**config.mk**
```make
export PLATFORM = sky130hd
export DESIGN_NAME = ysyx_22051145_wbu_flat
export DESIGN_NICKNAME = d
export VERILOG_FILES = /design/src/rtl/ysyx_22051145_wbu_if.sv /design/src/rtl/ysyx_22051145_wbu.sv /design/src/flat_wrapper.sv
export SDC_FILE = /design/constraint.sdc
export NUM_CORES = 1
export LEC_CHECK = 0
export CORE_ASPECT_RATIO = 1.1
export CORE_MARGIN = 2
export CORE_UTILIZATION = 48
export CTS_CLUSTER_DIAMETER = 30
export DETAILED_ROUTE_END_ITERATION = 6
export HOLD_SLACK_MARGIN = 0.15
export PLACE_DENSITY = 0.87
export SLEW_MARGIN = 5
export SYNTH_ARGS = -nofsm -noshare
export SYNTH_HDL_FRONTEND = slang
export SYNTH_SLANG_ARGS = --single-unit
```
**constraint.sdc**
```tcl
create_clock -name clk -period 5.65 [get_ports clk]
set_input_delay 1.4125 -clock clk [delete_from_list [all_inputs] [get_ports clk]]
set_output_delay 1.4125 -clock clk [all_outputs]
set_load 0.1 [all_outputs]
```
**src/rtl/ysyx_22051145_wbu_if.sv**
```systemverilog
// Handshake, regfile-write and scoreboard bundle between EXU/LSU/decode and the write-back unit.
// master = upstream pipeline side, slave = write-back unit.
interface ysyx_22051145_wbu_if;
    logic        in_valid;
    logic        in_ready;
    logic [4:0]  in_rd;
    logic        in_wen;
    logic        in_is_load;
    logic [63:0] in_data;
    logic        lsu_valid;
    logic        lsu_ready;
    logic [63:0] lsu_data;
    logic        en_w;
    logic [4:0]  waddr;
    logic [63:0] w_data;
    logic [4:0]  raddr1;
    logic [4:0]  raddr2;
    logic        rs1_busy;
    logic        rs2_busy;
    logic [63:0] rs1_fwd;
    logic [63:0] rs2_fwd;
    logic        rs1_fwd_vld;
    logic        rs2_fwd_vld;
    logic        err;

    modport master (
        output in_valid, in_rd, in_wen, in_is_load, in_data,
        output lsu_valid, lsu_data, raddr1, raddr2,
        input  in_ready, lsu_ready, en_w, waddr, w_data,
        input  rs1_busy, rs2_busy, rs1_fwd, rs2_fwd, rs1_fwd_vld, rs2_fwd_vld, err
    );

    modport slave (
        input  in_valid, in_rd, in_wen, in_is_load, in_data,
        input  lsu_valid, lsu_data, raddr1, raddr2,
        output in_ready, lsu_ready, en_w, waddr, w_data,
        output rs1_busy, rs2_busy, rs1_fwd, rs2_fwd, rs1_fwd_vld, rs2_fwd_vld, err
    );
endinterface

```
**src/rtl/ysyx_22051145_wbu.sv**
```systemverilog
// In-order write-back queue with late load fill, registered regfile write port and rs scoreboard.
// Define WBU_BYPASS_EN to forward completed results to decode instead of reporting them busy.
module ysyx_22051145_wbu #(
    parameter int DEPTH = 4,
    parameter int AW    = 2
) (
    input  logic               clk,
    input  logic               rst,
    ysyx_22051145_wbu_if.slave wbu_io
);
    logic [4:0]       rd_q   [DEPTH];
    logic [63:0]      data_q [DEPTH];
    logic [DEPTH-1:0] wen_q;
    logic [DEPTH-1:0] is_load_q;
    logic [DEPTH-1:0] done_q;

    logic [AW:0]  head_q, head_d;
    logic [AW:0]  tail_q, tail_d;
    logic         en_w_q, en_w_d;
    logic [4:0]   waddr_q, waddr_d;
    logic [63:0]  w_data_q, w_data_d;
    logic         err_q, err_d;

    logic [AW:0]      count;
    logic             full;
    logic             empty;
    logic [AW-1:0]    head_idx;
    logic [AW-1:0]    tail_idx;
    logic [DEPTH-1:0] entry_vld;
    logic             push;
    logic             retire;
    logic             ld_found;
    logic [AW-1:0]    ld_idx;
    logic             lsu_acc;

    assign head_idx = head_q[AW-1:0];
    assign tail_idx = tail_q[AW-1:0];
    assign count    = tail_q - head_q;
    assign empty    = (head_q == tail_q);
    assign full     = (head_q[AW] != tail_q[AW]) && (head_idx == tail_idx);

    // A slot is live when its distance from head is below the occupancy.
    generate
        for (genvar gi = 0; gi < DEPTH; gi++) begin : g_vld
            logic [AW-1:0] offs;
            assign offs          = AW'(gi) - head_idx;
            assign entry_vld[gi] = ({1'b0, offs} < count);
        end
    endgenerate

    always_comb begin
        ld_found = 1'b0;
        ld_idx   = '0;
        for (int k = DEPTH - 1; k >= 0; k--) begin
            if (entry_vld[head_idx + AW'(k)] && is_load_q[head_idx + AW'(k)] &&
                !done_q[head_idx + AW'(k)]) begin
                ld_found = 1'b1;
                ld_idx   = head_idx + AW'(k);
            end
        end
    end

    assign push    = wbu_io.in_valid && !full;
    assign lsu_acc = wbu_io.lsu_valid && ld_found;
    assign retire  = !empty && done_q[head_idx];

    always_comb begin
        head_d   = head_q;
        tail_d   = tail_q;
        en_w_d   = 1'b0;
        waddr_d  = waddr_q;
        w_data_d = w_data_q;
        err_d    = err_q;
        if (push) begin
            tail_d = tail_q + 1'b1;
        end
        if (retire) begin
            head_d   = head_q + 1'b1;
            en_w_d   = wen_q[head_idx];
            waddr_d  = rd_q[head_idx];
            w_data_d = data_q[head_idx];
        end
        if (wbu_io.lsu_valid && !ld_found) begin
            err_d = 1'b1;
        end
    end

    always_ff @(posedge clk or posedge rst) begin
        if (rst) begin
            head_q   <= '0;
            tail_q   <= '0;
            en_w_q   <= 1'b0;
            waddr_q  <= '0;
            w_data_q <= '0;
            err_q    <= 1'b0;
        end else begin
            head_q   <= head_d;
            tail_q   <= tail_d;
            en_w_q   <= en_w_d;
            waddr_q  <= waddr_d;
            w_data_q <= w_data_d;
            err_q    <= err_d;
        end
    end

    // Payload needs no reset: liveness comes only from the pointers. The enqueue
    // slot is never live, so it cannot collide with the load being filled.
    always_ff @(posedge clk) begin
        if (push) begin
            rd_q[tail_idx]      <= wbu_io.in_rd;
            wen_q[tail_idx]     <= wbu_io.in_wen && (wbu_io.in_rd != 5'd0);
            is_load_q[tail_idx] <= wbu_io.in_is_load;
            done_q[tail_idx]    <= !wbu_io.in_is_load;
            data_q[tail_idx]    <= wbu_io.in_data;
        end
        if (lsu_acc) begin
            data_q[ld_idx] <= wbu_io.lsu_data;
            done_q[ld_idx] <= 1'b1;
        end
    end

    generate
        for (genvar gi = 0; gi < 2; gi++) begin : g_port
            logic [4:0]  raddr;
            logic        busy;
            logic        fwd_vld;
            logic [63:0] fwd;

            assign raddr = (gi == 0) ? wbu_io.raddr1 : wbu_io.raddr2;
`ifdef WBU_BYPASS_EN
            logic          y_found;
            logic          y_done;
            logic [63:0]   y_data;
            logic [AW-1:0] sidx;

            // Walk oldest to youngest so the last hit is the youngest producer;
            // the output stage is older than every queued entry.
            always_comb begin
                y_found = 1'b0;
                y_done  = 1'b0;
                y_data  = '0;
                sidx    = '0;
                if (en_w_q && (waddr_q == raddr)) begin
                    y_found = 1'b1;
                    y_done  = 1'b1;
                    y_data  = w_data_q;
                end
                for (int k = 0; k < DEPTH; k++) begin
                    sidx = head_idx + AW'(k);
                    if (entry_vld[sidx] && wen_q[sidx] && (rd_q[sidx] == raddr)) begin
                        y_found = 1'b1;
                        y_done  = done_q[sidx];
                        y_data  = data_q[sidx];
                    end
                end
                busy    = (raddr != 5'd0) && y_found && !y_done;
                fwd_vld = (raddr != 5'd0) && y_found && y_done;
                fwd     = fwd_vld ? y_data : 64'd0;
            end
`else
            logic hit;

            always_comb begin
                hit = en_w_q && (waddr_q == raddr);
                for (int k = 0; k < DEPTH; k++) begin
                    if (entry_vld[k] && wen_q[k] && (rd_q[k] == raddr)) begin
                        hit = 1'b1;
                    end
                end
                busy    = (raddr != 5'd0) && hit;
                fwd_vld = 1'b0;
                fwd     = 64'd0;
            end
`endif
        end
    endgenerate

    assign wbu_io.in_ready    = !full;
    assign wbu_io.lsu_ready   = ld_found;
    assign wbu_io.en_w        = en_w_q;
    assign wbu_io.waddr       = waddr_q;
    assign wbu_io.w_data      = w_data_q;
    assign wbu_io.err         = err_q;
    assign wbu_io.rs1_busy    = g_port[0].busy;
    assign wbu_io.rs2_busy    = g_port[1].busy;
    assign wbu_io.rs1_fwd_vld = g_port[0].fwd_vld;
    assign wbu_io.rs2_fwd_vld = g_port[1].fwd_vld;
    assign wbu_io.rs1_fwd     = g_port[0].fwd;
    assign wbu_io.rs2_fwd     = g_port[1].fwd;
endmodule

```
**src/flat_wrapper.sv**
```systemverilog
// flat-port wrapper written by rule: the top's interface ports become plain ports
module ysyx_22051145_wbu_flat 
#(
    parameter int DEPTH = 4,
    parameter int AW    = 2
)
  (clk, rst, wbu_io_in_valid, wbu_io_in_rd, wbu_io_in_wen, wbu_io_in_is_load, wbu_io_in_data, wbu_io_lsu_valid, wbu_io_lsu_data, wbu_io_raddr1, wbu_io_raddr2, wbu_io_in_ready, wbu_io_lsu_ready, wbu_io_en_w, wbu_io_waddr, wbu_io_w_data, wbu_io_rs1_busy, wbu_io_rs2_busy, wbu_io_rs1_fwd, wbu_io_rs2_fwd, wbu_io_rs1_fwd_vld, wbu_io_rs2_fwd_vld, wbu_io_err);
  ysyx_22051145_wbu_if wbu_io_i ();
  input  logic clk;
  input  logic rst;
  input wire logic [$bits(wbu_io_i.in_valid)-1:0] wbu_io_in_valid;
  input wire logic [$bits(wbu_io_i.in_rd)-1:0] wbu_io_in_rd;
  input wire logic [$bits(wbu_io_i.in_wen)-1:0] wbu_io_in_wen;
  input wire logic [$bits(wbu_io_i.in_is_load)-1:0] wbu_io_in_is_load;
  input wire logic [$bits(wbu_io_i.in_data)-1:0] wbu_io_in_data;
  input wire logic [$bits(wbu_io_i.lsu_valid)-1:0] wbu_io_lsu_valid;
  input wire logic [$bits(wbu_io_i.lsu_data)-1:0] wbu_io_lsu_data;
  input wire logic [$bits(wbu_io_i.raddr1)-1:0] wbu_io_raddr1;
  input wire logic [$bits(wbu_io_i.raddr2)-1:0] wbu_io_raddr2;
  output wire logic [$bits(wbu_io_i.in_ready)-1:0] wbu_io_in_ready;
  output wire logic [$bits(wbu_io_i.lsu_ready)-1:0] wbu_io_lsu_ready;
  output wire logic [$bits(wbu_io_i.en_w)-1:0] wbu_io_en_w;
  output wire logic [$bits(wbu_io_i.waddr)-1:0] wbu_io_waddr;
  output wire logic [$bits(wbu_io_i.w_data)-1:0] wbu_io_w_data;
  output wire logic [$bits(wbu_io_i.rs1_busy)-1:0] wbu_io_rs1_busy;
  output wire logic [$bits(wbu_io_i.rs2_busy)-1:0] wbu_io_rs2_busy;
  output wire logic [$bits(wbu_io_i.rs1_fwd)-1:0] wbu_io_rs1_fwd;
  output wire logic [$bits(wbu_io_i.rs2_fwd)-1:0] wbu_io_rs2_fwd;
  output wire logic [$bits(wbu_io_i.rs1_fwd_vld)-1:0] wbu_io_rs1_fwd_vld;
  output wire logic [$bits(wbu_io_i.rs2_fwd_vld)-1:0] wbu_io_rs2_fwd_vld;
  output wire logic [$bits(wbu_io_i.err)-1:0] wbu_io_err;
  assign wbu_io_i.in_valid = wbu_io_in_valid;
  assign wbu_io_i.in_rd = wbu_io_in_rd;
  assign wbu_io_i.in_wen = wbu_io_in_wen;
  assign wbu_io_i.in_is_load = wbu_io_in_is_load;
  assign wbu_io_i.in_data = wbu_io_in_data;
  assign wbu_io_i.lsu_valid = wbu_io_lsu_valid;
  assign wbu_io_i.lsu_data = wbu_io_lsu_data;
  assign wbu_io_i.raddr1 = wbu_io_raddr1;
  assign wbu_io_i.raddr2 = wbu_io_raddr2;
  assign wbu_io_in_ready = wbu_io_i.in_ready;
  assign wbu_io_lsu_ready = wbu_io_i.lsu_ready;
  assign wbu_io_en_w = wbu_io_i.en_w;
  assign wbu_io_waddr = wbu_io_i.waddr;
  assign wbu_io_w_data = wbu_io_i.w_data;
  assign wbu_io_rs1_busy = wbu_io_i.rs1_busy;
  assign wbu_io_rs2_busy = wbu_io_i.rs2_busy;
  assign wbu_io_rs1_fwd = wbu_io_i.rs1_fwd;
  assign wbu_io_rs2_fwd = wbu_io_i.rs2_fwd;
  assign wbu_io_rs1_fwd_vld = wbu_io_i.rs1_fwd_vld;
  assign wbu_io_rs2_fwd_vld = wbu_io_i.rs2_fwd_vld;
  assign wbu_io_err = wbu_io_i.err;
  ysyx_22051145_wbu #(.DEPTH(DEPTH), .AW(AW)) u_core (.clk(clk), .rst(rst), .wbu_io(wbu_io_i));
endmodule
```
==> flow_summary.ini, run 1 <==
[layout]
fillers = 2786
drive_above_1_share_pct = 27.90
finalNetCount = 1589
synthToLayoutAreaGrowth_pct = 25.51
fin_util_pct = 60.78
fin_area_sq_um = 23640

[synth]
synth-warning-count = 0
ys_seq_area_share_pct = 55.93
synth-async-reset-ratio_pct = 21.10
ys_types = 62
synth_edf_count = 284
synth.largest_area_cell = edfxtp_1
synth_ff_type = edfxtp_1
synthCells = 1177
netlist_area_sq_um = 18840
syn_avg_cell_area_sq_um = 16.00
synth.top_cells.by_area = edfxtp_1 (45%), mux2_2 (10%), dfrtp_1 (10%)
yosys_register_bits = 365
netlist.area_leader.share_pct = 45.28

[die]
die-area_sq_um = 40840
io_pins = 354
core_area_sq_um = 38890
start_util_pct = 48.43
die_h_microns = 211.8
placementRows = 76
dieWidth_microns = 192.9

[sta]
finalSetupViolCount = 0
tns_ps = 0
slew_headroom_pct = 27.66
skew_ps = 35.31
drv_slew = 0
fin_crit_ps = 5333
period_share_pct = 94.38
tightest_slew_ps = 1082
worst_slack_ps = 317.3
fmax_mhz = 187.5
grt_setup_unrepaired = false
final_hold_viol_count = 0

[drt]
post-route-drc-count = 0
drt-initial-drc-count = 636
wire_per_inst_microns = 22.83
drt-total-wl_microns = 45520
dr.pass1.iters = 4
vias_per_cell = 5.460
ant_nets = 0
vias = 10890

[global_route]
grt_use_total_pct = 22.72
grt_pass1_wl_microns = 68920
grt_max_degree = 70
antenna_found_initial = 3
grt_pass1_vias = 11540
grt_overflow = 0

[run]
maxCapViolCount = 0

[critical_path]
critPathKind = flop to primary output
worstPathMaxFanout = 11
worstPathRequired_ps = 4240
start_kind = flop
cp-end-kind = primary output
arrival_ps = 3920
r2r_setup_slack_ps = 970

[placement]
pre_cts_ws_ps = 940.5
numPortBuffers = 223
dp_hpwl_microns = 27020
place_area_sq_um = 21120
gp_congestion = 0.8584

[clock_tree]
cts_root_buf = clkbuf_16
cts_tree = yes
cts_hold_buffers = 0
numCtsBuffers = 74
post_cts_resized = 0
clk_pin_slew_ps = 40
cts_buffer_depth = 3
cts.sinks = 365
htreeDepth = 3
clock_latency_ps = 580
postCtsSetupBuffers = 0

[outcome]
status = finished clean

[worst_hold_path]
hold_path_class = flop to flop
[path summary, 6_finish.rpt]
check,startpoint,endpoint,cells past startpoint
setup / recovery,u_core.tail_q[0]$_DFFE_PP0P_,wbu_io_lsu_ready,12
hold reg to reg,u_core.wbu_io.err$_DFFE_PP0P_,u_core.wbu_io.err$_DFFE_PP0P_,1
max in group asynchronous,rst,u_core.wbu_io.w_data[28]$_DFFE_PP0P_,3
min in group asynchronous,rst,u_core.wbu_io.w_data[59]$_DFFE_PP0P_,2
setup reg to reg,u_core.tail_q[0]$_DFFE_PP0P_,u_core.data_q[1][24]$_DFFE_PP_,14
hold / removal,u_core.wbu_io.err$_DFFE_PP0P_,u_core.wbu_io.err$_DFFE_PP0P_,1
[flip-flops by register name (all words and copies together) (netlist names)]
register and cells:
u_core.wbu_io.waddr 5, u_core.wen_q 4, u_core.wbu_io.w_data 64, u_core.tail_q 3, u_core.head_q 3, u_core.is_load_q 4
u_core.done_q 4, u_core.wbu_io.en_w 1, u_core.data_q 256, u_core.rd_q 20, u_core.wbu_io.err 1
[synth_stat cells, types with 2 or more instances]
cell type,instances
xor2_1,26
and2_1,2
o21ai_0,7
a211o_1,5
clkbuf_1,27
nand3_1,9
a31oi_1,3
o211a_1,2
mux2_2,175
a211oi_2,2
mux4_2,70
nor2b_1,5
nand4_1,3
a21oi_1,4
a32oi_1,2
dfrtp_1,77
or4_1,3
mux2_1,152
ha_1,14
nand2_1,18
nor2_1,13
nor4b_2,2
a32o_1,2
xnor2_1,29
o21a_1,2
buf_4,134
o211ai_1,4
inv_1,14
edfxtp_1,284
nand2b_1,3
buf_6,16
and4_1,2
nor3_1,4
buf_1,8
nor4_1,10
dfxtp_1,4
o21bai_1,5
buf_2,11
[critical path, cell delays in order (launching register included)]
cell      delay [ps]
dfrtp_1          410
inv_1            190
ha_1             180
inv_1             50
fa_1             470
inv_1             90
ha_1             290
o21bai_1         280
o32ai_2          150
o21bai_1         270
and2_1           390
nand4b_1         310
buf_12           260
[layer usage]
metal | vias up | GRT usage, % | part of all wire, %
met2 | 490 | 38.76 | 51
met5 | - | 0 | 0
met4 | 0 | 10.42 | 3.7
met1 | 5531 | 26.55 | 38
met3 | 94 | 6.300 | 7.6
li1 | 4773 | - | -
[metrics by stage]
stage	cells	hold WS, ps
3_5_place_dp	1856	480.7
5_1_grt	1994	500.7
3_3_place_gp	1856	476.3
6_report	1994	485.1
2_1_floorplan	1306	450.8
4_1_cts	1991	488.9
[area by class of cell]
type                            count  area [sq um]  area share [%]
Sequential cell                   365         10540           44.60
Multi-Input combinational cell    730          7416           31.37
Timing Repair Buffer              239          2467           10.44
Clock buffer                       87          1973           8.347
Tap cell                          507         634.4           2.683
Clock inverter                     48         540.5           2.286
Inverter                           15         58.81          0.2488
Antenna cell                        3         7.507         0.03176
[kinds of logic (layout without fill, tap and decap cells)]
kind of cell / Yosys count / in the layout / synth area share [%]
xor+xnor: 56 / 56 / 2.684
fa+ha+maj: 15 / 15 / 1.036
simple gates: 81 / 81 / 2.418
buf+inv: 211 / 389 / 7.586
flops: 365 / 365 / 55.93
mux: 398 / 398 / 27.97
compound gates: 50 / 50 / 2.352
other cells: 1 / 133 / 0.01991
[cells in the final DEF, fill, tap and decap left out, types with 7 or more instances in the layout]
cell type        netlist  layout
edfxtp_1             284     284
clkdlybuf4s50_1        0     219
mux2_2               175     175
mux2_1               152     152
conb_1                 1     130
clkbuf_16              0      76
dfrtp_1               77      75
mux4_2                70      70
xnor2_1               29      29
xor2_1                26      26
nand2_1               18      17
ha_1                  14      14
inv_1                 14      13
nor2_1                13      13
inv_6                  0      11
nor4_1                10      10
clkinvlp_4             0      10
buf_12                 0      10
buf_4                134      10
nand3_1                9       9
clkinv_2               0       8
clkbuf_1              27       8
o21ai_0                7       7
bufinv_16              0       7
Power of run 1 is not shown: default switching activity piles up to over one toggle a cycle in this logic, so the estimate is an artifact.
==> run 2, diff against run 1 <==
Settings changed: MAX_ROUTING_LAYER from default to met4.
==> flow_summary.ini, run 2 (same netlist as run 1, synthesis figures left out) <==
[layout]
synthToLayoutAreaGrowth_pct = 25.95
largest_reg_flops = 256
layout.cells.non_filler = 2000
final_common_cell = edfxtp_1
regMostFlops = u_core.data_q
finalNetCount = 1588
drive_above_1_share_pct = 27.36
fillers = 2775
final_cell_mix = edfxtp_1 (284), clkdlybuf4s50_1 (219), mux2_2 (175)

[drt]
wire_per_inst_microns = 22.68
dr.pass1.iters = 5
drt-total-wl_microns = 45370
post-route-drc-count = 0
drt-initial-drc-count = 622
vias_per_cell = 5.440
ant_nets = 0
vias = 10880

[run]
maxCapViolCount = 0

[sta]
period_share_pct = 95.41
drv_slew = 0
grt_setup_unrepaired = false
fin_crit_ps = 5391
finalSetupViolCount = 0
slew_headroom_pct = 29.09
skew_ps = 26.86
final_hold_viol_count = 0
tightest_slew_ps = 1060
fmax_mhz = 185.5
worst_slack_ps = 259.4
tns_ps = 0

[critical_path]
worstPathRequired_ps = 4240
start_kind = flop
endpoint = wbu_io_lsu_ready
reg2reg_to = u_core.data_q[0][45]$_DFFE_PP_
worstPathMaxFanout = 11
r2r_setup_slack_ps = 950
critPathKind = flop to primary output
rr_startpoint = u_core.tail_q[0]$_DFFE_PP0P_
arrival_ps = 3980
rr_worst_depth = 14
startpoint = u_core.tail_q[0]$_DFFE_PP0P_
cp-end-kind = primary output

[die]
placementRows = 76
io_pins = 354
start_util_pct = 48.43
dieWidth_microns = 192.9
die-area_sq_um = 40840
die_h_microns = 211.8
core_area_sq_um = 38890

[global_route]
grt_max_degree = 68
grt_pass1_vias = 11820
grt_overflow = 0
antenna_found_initial = 8
grt_pass1_wl_microns = 68440
grt_use_total_pct = 23.25

[placement]
dp_hpwl_microns = 26970
gp_congestion = 0.8775
dp.cells = 1857
pre_cts_ws_ps = 909.5
numPortBuffers = 223

[clock_tree]
clk_pin_slew_ps = 40
post_cts_resized = 0
cts_buffer_depth = 3
cts_tree = yes
postCtsSetupBuffers = 0
cts_root_buf = clkbuf_16
clock_latency_ps = 590
cts.sinks = 365
htreeDepth = 3
cts_hold_buffers = 0
numCtsBuffers = 72

[outcome]
status = finished clean

[worst_hold_path]
hold_path_class = flop to flop
run 2: cell count changes in the layout (fill, tap and decap cells not counted), sizes merged:
cell and delta:
inv -10, clkinv +8, bufinv +7, diode +6, clkinvlp -5, buf +1
clkbuf -1
run 2: worst min-delay path by stage:
stage | cells past startpoint | endpoint | from | slack (ps)
global route | 1 | u_core.wbu_io.w_data[15]$_DFFE_PP0P_ | u_core.wbu_io.w_data[15]$_DFFE_PP0P_ | 510
finish | 1 | u_core.wbu_io.err$_DFFE_PP0P_ | u_core.wbu_io.err$_DFFE_PP0P_ | 480
global placement | 1 | u_core.done_q[1]$_DFF_P_ | u_core.done_q[1]$_DFF_P_ | 470
floorplan | 1 | u_core.done_q[1]$_DFF_P_ | u_core.done_q[1]$_DFF_P_ | 450
CTS | 1 | u_core.wbu_io.err$_DFFE_PP0P_ | u_core.wbu_io.err$_DFFE_PP0P_ | 490
detailed placement | 1 | u_core.wbu_io.err$_DFFE_PP0P_ | u_core.wbu_io.err$_DFFE_PP0P_ | 480
run 2: layout make-up:
cell class	count	area (sq um)	area share [%]
Antenna cell	9	22.52	0.09494
Clock buffer	86	1864	7.859
Clock inverter	48	721.9	3.043
Inverter	15	58.81	0.2479
Multi-Input combinational cell	730	7416	31.26
Sequential cell	365	10540	44.44
Tap cell	507	634.4	2.674
Timing Repair Buffer	240	2462	10.38
run 2: critical path, stage by stage, from the launching register on:
cell	delay [ps]
dfrtp_1	410
inv_1	190
ha_1	180
inv_1	50
fa_1	470
inv_1	90
ha_1	290
o21bai_1	290
o32ai_2	160
o21bai_1	290
and2_1	400
nand4b_1	320
buf_12	260
run 2: layer usage:
metal	track usage, %	share of wire [%]	wire (microns)
met1	25.72	38	17020
met5	-	0	0
met2	39.81	52	23810
met3	5.802	6.6	3014
met4	9.897	3.3	1517
run 2: through the flow:
stage | utilization, % | instance area (sq um) | hold WS [ps]
6_report | 61.00 | 23720 | 483.3
5_1_grt | 61.00 | 23720 | 512.4
4_1_cts | 60.94 | 23700 | 491.6
3_5_place_dp | 54.29 | 21110 | 483.0
3_3_place_gp | 54.29 | 21110 | 473.5
2_1_floorplan | - | 19320 | 450.8
Power of run 2 is left out for the same reason.
==> run 3, diff against run 2 <==
Settings changed: GPL_TIMING_DRIVEN from default to 0.
==> flow_summary.ini, run 3 (same netlist as run 1, synthesis figures left out) <==
[global_route]
antenna_found_initial = 6
grt_max_degree = 41
grt_pass1_wl_microns = 72150
grt_pass1_vias = 12140
grt_use_total_pct = 24.91
grt_overflow = 0

[die]
dieWidth_microns = 192.9
die_h_microns = 211.8
core_area_sq_um = 38890
start_util_pct = 48.43
placementRows = 76
io_pins = 354
die-area_sq_um = 40840

[layout]
final_cell_mix = edfxtp_1 (284), clkdlybuf4s50_1 (210), mux2_2 (175)
fillers = 2731
drive_above_1_share_pct = 33.57
finalNetCount = 1764
fin_area_sq_um = 24910
regMostFlops = u_core.data_q
fin_util_pct = 64.04
largest_reg_flops = 256
synthToLayoutAreaGrowth_pct = 32.23
final_common_cell = edfxtp_1

[clock_tree]
cts.sinks = 365
clock_latency_ps = 590
clk_pin_slew_ps = 40
numCtsBuffers = 74
cts_buffer_depth = 3
cts_hold_buffers = 0
htreeDepth = 3
cts_tree = yes
cts_root_buf = clkbuf_16

[critical_path]
arrival_ps = 4120
reg2reg_to = u_core.data_q[3][39]$_DFFE_PP_
start_kind = flop
worstPathMaxFanout = 8
rr_worst_depth = 15
rr_startpoint = u_core.head_q[1]$_DFFE_PP0P_
r2r_setup_slack_ps = 510
critPathKind = flop to primary output
cp-end-kind = primary output
worstPathRequired_ps = 4240

[sta]
skew_ps = 25.46
final_hold_viol_count = 0
tns_ps = 0
worst_slack_ps = 121.4
finalSetupViolCount = 0
tightest_slew_ps = 1110
slew_headroom_pct = 25.76
fin_crit_ps = 5529
period_share_pct = 97.85
drv_slew = 0
fmax_mhz = 180.9
grt_setup_unrepaired = false

[worst_hold_path]
min_to = u_core.wbu_io.err$_DFFE_PP0P_
min_from = u_core.wbu_io.err$_DFFE_PP0P_
hold_path_class = flop to flop
worstHoldPathCells = 1

[placement]
pre_cts_ws_ps = 110.1
numPortBuffers = 213
gp_congestion = 0.8694
place_area_sq_um = 22220
dp_hpwl_microns = 32470

[outcome]
status = finished clean

[drt]
vias = 11530
drt-total-wl_microns = 49140
vias_per_cell = 5.294
drt-initial-drc-count = 706
dr.pass1.iters = 5
wire_per_inst_microns = 22.57
post-route-drc-count = 0
ant_nets = 0

[run]
maxCapViolCount = 0
## run 3: critical path: stages, from the launching register on
cell and delay (ps):
dfrtp_1 490, inv_1 250, fa_1 580, inv_1 100, ha_1 290, nor2b_1 150
o21bai_1 340, nand2_1 160, nor4_1 390, a31oi_1 70, a21oi_1 160, clkdlybuf4s18_2 560
## run 3: cell type report
cell class	count	area (sq um)	area share, %
tap	507	634.4	2.547
antenna	8	20.02	0.08038
buffer	196	1373	5.511
clock buffer	85	1936	7.772
timing repair buffer	218	2235	8.972
sequential	365	10540	42.30
inverter	15	58.81	0.2361
multi-input combinational	730	7376	29.61
clock inverter	53	739.5	2.969
## run 3: worst max path at each step
stage	start	endpoint	slack [ps]
after CTS	u_core.head_q[1]$_DFFE_PP0P_	wbu_io_rs2_busy	90
final	u_core.head_q[1]$_DFFE_PP0P_	wbu_io_rs2_busy	120
after detailed placement	u_core.head_q[1]$_DFFE_PP0P_	wbu_io_lsu_ready	110
after global routing	u_core.tail_q[0]$_DFFE_PP0P_	wbu_io_rs2_busy	5
after global placement	u_core.head_q[1]$_DFFE_PP0P_	u_core.data_q[2][10]$_DFFE_PP_	-1640
after floorplan	u_core.tail_q[0]$_DFFE_PP0P_	u_core.data_q[2][0]$_DFFE_PP_	320
## run 3: routing by layer
layer,global-route usage [%],routed length [microns],vias to the layer above
met1,28.09,17800,5727
met4,11.58,1915,0
met2,41.52,25170,527
li1,-,-,5146
met5,-,0,-
met3,6.316,4251,126
## run 3: per-stage QoR
stage,hold slack (ps),cells
2_1_floorplan,450.8,1306
4_1_cts,485.1,2169
5_1_grt,512.1,2175
6_report,486.0,2177
3_5_place_dp,471.6,2031
3_3_place_gp,470.9,2026
## run 3: what timing repair did
action	in CTS	in global routing
setup buffers	0	0
pin swaps	0	0
endpoints found under the setup margin	3	3
gates resized for setup	9	4
Power of run 3 is left out for the same reason.
